[src/rtl/seq_detect_ctrl.sv]
// Programmable serial pattern detector with start/abort session control and a target match count.
// Define SEQ_OVERLAP_EN to keep history after a match (overlapping detection); default is non-overlapping.
module seq_detect_ctrl #(
   parameter int MAXLEN = 8,
   parameter int CNTW   = 8
) (
   input  logic                         clk,
   input  logic                         rst,
   input  logic [MAXLEN-1:0]            cfg_pattern,
   input  logic [$clog2(MAXLEN+1)-1:0]  cfg_len,
   input  logic [CNTW-1:0]              cfg_target,
   input  logic                         start,
   input  logic                         abort,
   input  logic                         bit_valid,
   input  logic                         bit_in,
   output logic                         bit_ready,
   output logic                         match,
   output logic [CNTW-1:0]              match_count,
   output logic                         busy,
   output logic                         done,
   output logic                         err
);

   localparam int LW = $clog2(MAXLEN+1);

   typedef enum logic [1:0] {
      S_IDLE = 2'd0,
      S_LOAD = 2'd1,
      S_RUN  = 2'd2,
      S_DONE = 2'd3
   } state_t;

   state_t              state_q, state_d;
   logic                err_q, err_d;
   logic                match_q, match_d;
   logic [CNTW-1:0]     cnt_q, cnt_d;
   logic [MAXLEN-1:0]   pat_q, pat_d;
   logic [LW-1:0]       len_q, len_d;
   logic [CNTW-1:0]     tgt_q, tgt_d;
   logic [MAXLEN-1:0]   hist_q, hist_d;
   logic [LW-1:0]       fill_q, fill_d;

   logic [MAXLEN-1:0]   len_mask;
   logic [MAXLEN-1:0]   hist_shift;
   logic [LW:0]         fill_inc;
   logic [LW-1:0]       fill_sat;
   logic [CNTW-1:0]     cnt_inc;
   logic                hit;
   logic                cfg_ok;

   // Only the low len bits of history and pattern take part in the compare.
   for (genvar gi = 0; gi < MAXLEN; gi++) begin : g_mask
      assign len_mask[gi] = ({1'b0, len_q} > (LW+1)'(gi));
   end

   assign hist_shift = {hist_q[MAXLEN-2:0], bit_in};
   assign fill_inc   = {1'b0, fill_q} + (LW+1)'(1);
   assign fill_sat   = (fill_inc > {1'b0, len_q}) ? len_q : fill_inc[LW-1:0];
   assign cnt_inc    = cnt_q + CNTW'(1);
   assign hit        = (fill_inc >= {1'b0, len_q}) &&
                       ((hist_shift & len_mask) == (pat_q & len_mask));
   assign cfg_ok     = (cfg_len != '0) && ({1'b0, cfg_len} <= (LW+1)'(MAXLEN)) &&
                       (cfg_target != '0);

   always_comb begin
      state_d = state_q;
      err_d   = err_q;
      match_d = 1'b0;
      cnt_d   = cnt_q;
      pat_d   = pat_q;
      len_d   = len_q;
      tgt_d   = tgt_q;
      hist_d  = hist_q;
      fill_d  = fill_q;
      case (state_q)
         S_IDLE: begin
            if (start) begin
               if (cfg_ok) begin
                  state_d = S_LOAD;
                  err_d   = 1'b0;
               end else begin
                  err_d   = 1'b1;
               end
            end
         end
         S_LOAD: begin
            if (abort) begin
               state_d = S_IDLE;
            end else begin
               pat_d   = cfg_pattern;
               len_d   = cfg_len;
               tgt_d   = cfg_target;
               hist_d  = '0;
               fill_d  = '0;
               cnt_d   = '0;
               state_d = S_RUN;
            end
         end
         S_RUN: begin
            // An abort swallows any bit handshaken in the same cycle.
            if (abort) begin
               state_d = S_IDLE;
            end else if (bit_valid) begin
               hist_d = hist_shift;
               fill_d = fill_sat;
               if (hit) begin
                  cnt_d   = cnt_inc;
                  match_d = 1'b1;
`ifndef SEQ_OVERLAP_EN
                  hist_d  = '0;
                  fill_d  = '0;
`endif
                  if (cnt_inc == tgt_q) state_d = S_DONE;
               end
            end
         end
         S_DONE:  state_d = S_IDLE;
         default: state_d = S_IDLE;
      endcase
   end

   always_ff @(posedge clk) begin
      if (rst) begin
         state_q <= S_IDLE;
         err_q   <= 1'b0;
         match_q <= 1'b0;
         cnt_q   <= '0;
         pat_q   <= '0;
         len_q   <= '0;
         tgt_q   <= '0;
         hist_q  <= '0;
         fill_q  <= '0;
      end else begin
         state_q <= state_d;
         err_q   <= err_d;
         match_q <= match_d;
         cnt_q   <= cnt_d;
         pat_q   <= pat_d;
         len_q   <= len_d;
         tgt_q   <= tgt_d;
         hist_q  <= hist_d;
         fill_q  <= fill_d;
      end
   end

   assign bit_ready   = (state_q == S_RUN);
   assign busy        = (state_q != S_IDLE);
   assign done        = (state_q == S_DONE);
   assign match       = match_q;
   assign match_count = cnt_q;
   assign err         = err_q;

endmodule

[config.mk]
export PLATFORM = sky130hd
export DESIGN_NAME = seq_detect_ctrl
export DESIGN_NICKNAME = d
export VERILOG_FILES = /design/src/rtl/seq_detect_ctrl.sv
export SDC_FILE = /design/constraint.sdc
export NUM_CORES = 1
export LEC_CHECK = 0
export CORE_AREA = 2 2 84 66
export CTS_CLUSTER_DIAMETER = 80
export CTS_CLUSTER_SIZE = 40
export DETAILED_ROUTE_END_ITERATION = 8
export DIE_AREA = 0 0 86 68
export HOLD_SLACK_MARGIN = 0.05
export MAX_ROUTING_LAYER = met4
export PLACE_DENSITY_LB_ADDON = 0.05
export RECOVER_POWER = 25
export SLEW_MARGIN = 30
export SYNTH_ARGS = -nofsm -noshare
export SYNTH_HDL_FRONTEND = slang
export SYNTH_SLANG_ARGS = --single-unit
export TNS_END_PERCENT = 50
[constraint.sdc]
create_clock -name clk -period 3.3 [get_ports clk]
set_input_delay 0.495 -clock clk [delete_from_list [all_inputs] [get_ports clk]]
set_output_delay 0.495 -clock clk [all_outputs]
set_load 0.005 [all_outputs]
==> out/metrics.cfg <==
[status]
status = completed

[setup_path]
crit_family = simple AND/OR/NAND/NOR gates
max_stage_delay_ns = 1.12
startpoint_type = primary input
ff2ff_path_depth = 10
crit_path_end_kind = flop
required_ns = 3.55
cp_slowest_cell = or2_0
worstSetupPathType = primary input to flop
critical_path_buf_inv_count = 1
worstPathArrival_ns = 3.01
r2r_end = fill_q[0]$_SDFFE_PP0P_
r2r-start = fill_q[0]$_SDFFE_PP0P_
r2r_slack_ns = 0.70
crit_chain = dlygate4sd3_1 -> or2_0 -> and3_1 -> a22o_1
cp_max_fo = 27

[floorplanning]
die_w_um = 86
io_pins = 39
fp.dieH_um = 68
initial_utilization = 0.431
dieArea_sq_um = 5850
core_sq_um = 5090
rows = 23

[sta]
setup-tns-final_ns = 0
finalMaxSlewViolations = 0
setup_viol = 0
min_period_ns = 2.76
hold_viol_final = 0
fin_ws_ns = 0.541
slew_headroom = 0.0147
finalCritPeriodShare = 0.836
fmax_mhz = 362
clock_skew_ns = 0.00960
rsz0062_at_grt = no
hold_ws_ns = 0.470
tightestPinTransition_ns = 1.48

[global_routing]
antenna_found_initial = 0
first_global_vias = 1655
grt_max_degree = 28
overflow = 0
grt_usage = 0.187
grt_pass1_wl_um = 8280

[route]
drt_first_pass_iters = 4
drt_iter0_markers = 90
routedWlPerCell_um = 14.1
vias = 1892
ant_nets = 0
vias_per_cell = 5.27
drc_errors = 0
wl_um = 5070

[placement]
place_congestion = 0.803
dpl_cell_area_sq_um = 2610
pre_cts_ws_ns = 0.714
hpwl_um = 3750
place_inst = 351
io_buffers = 38

[synth]
async_reset_ff_frac = 0
synth_top_area_share = 0.392
yosysWarnings = 0
synth_most_common_cell = nand2_1
synth_area_sq_um = 2190
ys_ff_latch = 43
synth_cell_types = 47
synth_enable_flop_cells = 0
syn_nets = 293
ys_seq_area_frac = 0.392
synth_area_leaders = dfxtp_1, nand2_1, a21oi_1, xor2_1, a22o_1
syn_inst = 261
synth_common_cells = nand2_1, dfxtp_1, a21oi_1
synth_ff_type = dfxtp_1
synth_top_area_cell = dfxtp_1
avgSynthCellArea_sq_um = 8.41

[clock_network]
cts_hold_buf = 0
insertion_delay_ns = 0.30
clock-sinks = 43
numCtsBuffers = 5
clock_path_buffers = 2
path_clk_slew_ns = 0.09
cts_tree = built
cts_setup_buffers = 0
cts_resized = 0
root_buffer = clkbuf_8
cts-htree-levels = 2

[run]
drv_cap = 0

[min_path]
hold_depth = 2
whs_endpoint = tgt_q[3]$_SDFFE_PP0P_
hold_class = flop to flop
hold_path.startpoint = tgt_q[3]$_SDFFE_PP0P_

[power_and_ir_drop]
p_per_area_nw_per_um2 = 357
p_total_mw = 0.963
peakVddDrop_mv = 0.178
leakage_nw = 1.06

[finish]
num-fill-cells = 517
layout-drive-gt1-share = 0.0707
utilization = 0.529
regArea_sq_um = 861
multi_input_area_sq_um = 1240
diodes = 0
design_area_sq_um = 2690
area_growth_pct = 22.7
final_nets = 328
final_cells = 359

kinds of logic (layout without fill, tap and decap cells):
family / Yosys count / in the layout / share of synthesized area
simple gates: 101 / 101 / 0.227
compound gates: 65 / 65 / 0.198
flops: 43 / 43 / 0.392
xor+xnor: 22 / 22 / 0.0878
buf+inv: 21 / 57 / 0.0445
fa+ha+maj: 6 / 6 / 0.0342
mux: 3 / 3 / 0.0154
sequential cells by signal, indices dropped and copies added, names as in the netlist, 2 cells and up:
| name | cells |
|---|---|
| fill_q | 4 |
| pat_q | 8 |
| state_q | 2 |
| len_q | 4 |
| tgt_q | 8 |
| hist_q | 7 |
| match_count | 8 |
power by group:
group	leakage, nW	internal (mW)	switching, mW	total (mW)
Combinational	0.669	0.0507	0.0432	0.0940
Clock	0.0412	0.148	0.187	0.335
Sequential	0.347	0.526	0.00745	0.534
cells in the final DEF (no fill, tap or decap), types with 3 or more instances in the layout:
cell type,n
o21a_1,3
buf_4,3
dfxtp_1,43
a22o_1,10
dlygate4sd3_1,3
mux2_2,3
a21oi_1,26
nand3_1,8
ha_1,6
or3_1,4
a211oi_1,4
xor2_1,12
nor3_1,6
clkbuf_8,5
nand2b_1,4
nor2_1,8
o21ai_0,5
nand2_1,48
a31oi_1,4
and2_1,3
clkdlybuf4s50_1,35
xnor2_1,10
inv_1,8
layer usage:
layer | vias up | track usage | part of all wire
li1 | 998 | - | -
met1 | 850 | 0.301 | 0.59
met2 | 40 | 0.219 | 0.36
met3 | 4 | 0.0374 | 0.041
met4 | 0 | 0.0595 | 0.010
met5 | - | - | 0
tightest hold or removal path, cell delays in order (launching register included):
cell and delay [ns]:
dfxtp_1 0.32, nand2_1 0.05, a21oi_1 0.05
worst max-delay path by stage:
stage	start	end	slack, ns	cells past startpoint
2_1_floorplan	fill_q[0]$_SDFFE_PP0P_	fill_q[0]$_SDFFE_PP0P_	0.85	10
3_3_place_gp	fill_q[0]$_SDFFE_PP0P_	fill_q[0]$_SDFFE_PP0P_	0.78	10
3_5_place_dp	fill_q[0]$_SDFFE_PP0P_	fill_q[0]$_SDFFE_PP0P_	0.71	10
4_1_cts	fill_q[0]$_SDFFE_PP0P_	fill_q[0]$_SDFFE_PP0P_	0.68	10
5_1_grt	abort	fill_q[2]$_SDFFE_PP0P_	0.35	4
6_report	abort	hist_q[5]$_SDFFE_PP0P_	0.54	4
cell type report:
class | count | share of cell area
multi-input combinational | 197 | 0.459
timing repair buffer | 41 | 0.150
tap | 62 | 0.0288
clock buffer | 6 | 0.0270
clock inverter | 2 | 0.00465
sequential | 43 | 0.320
inverter | 8 | 0.0112
Note: power is estimated with default switching activity, not from simulation.
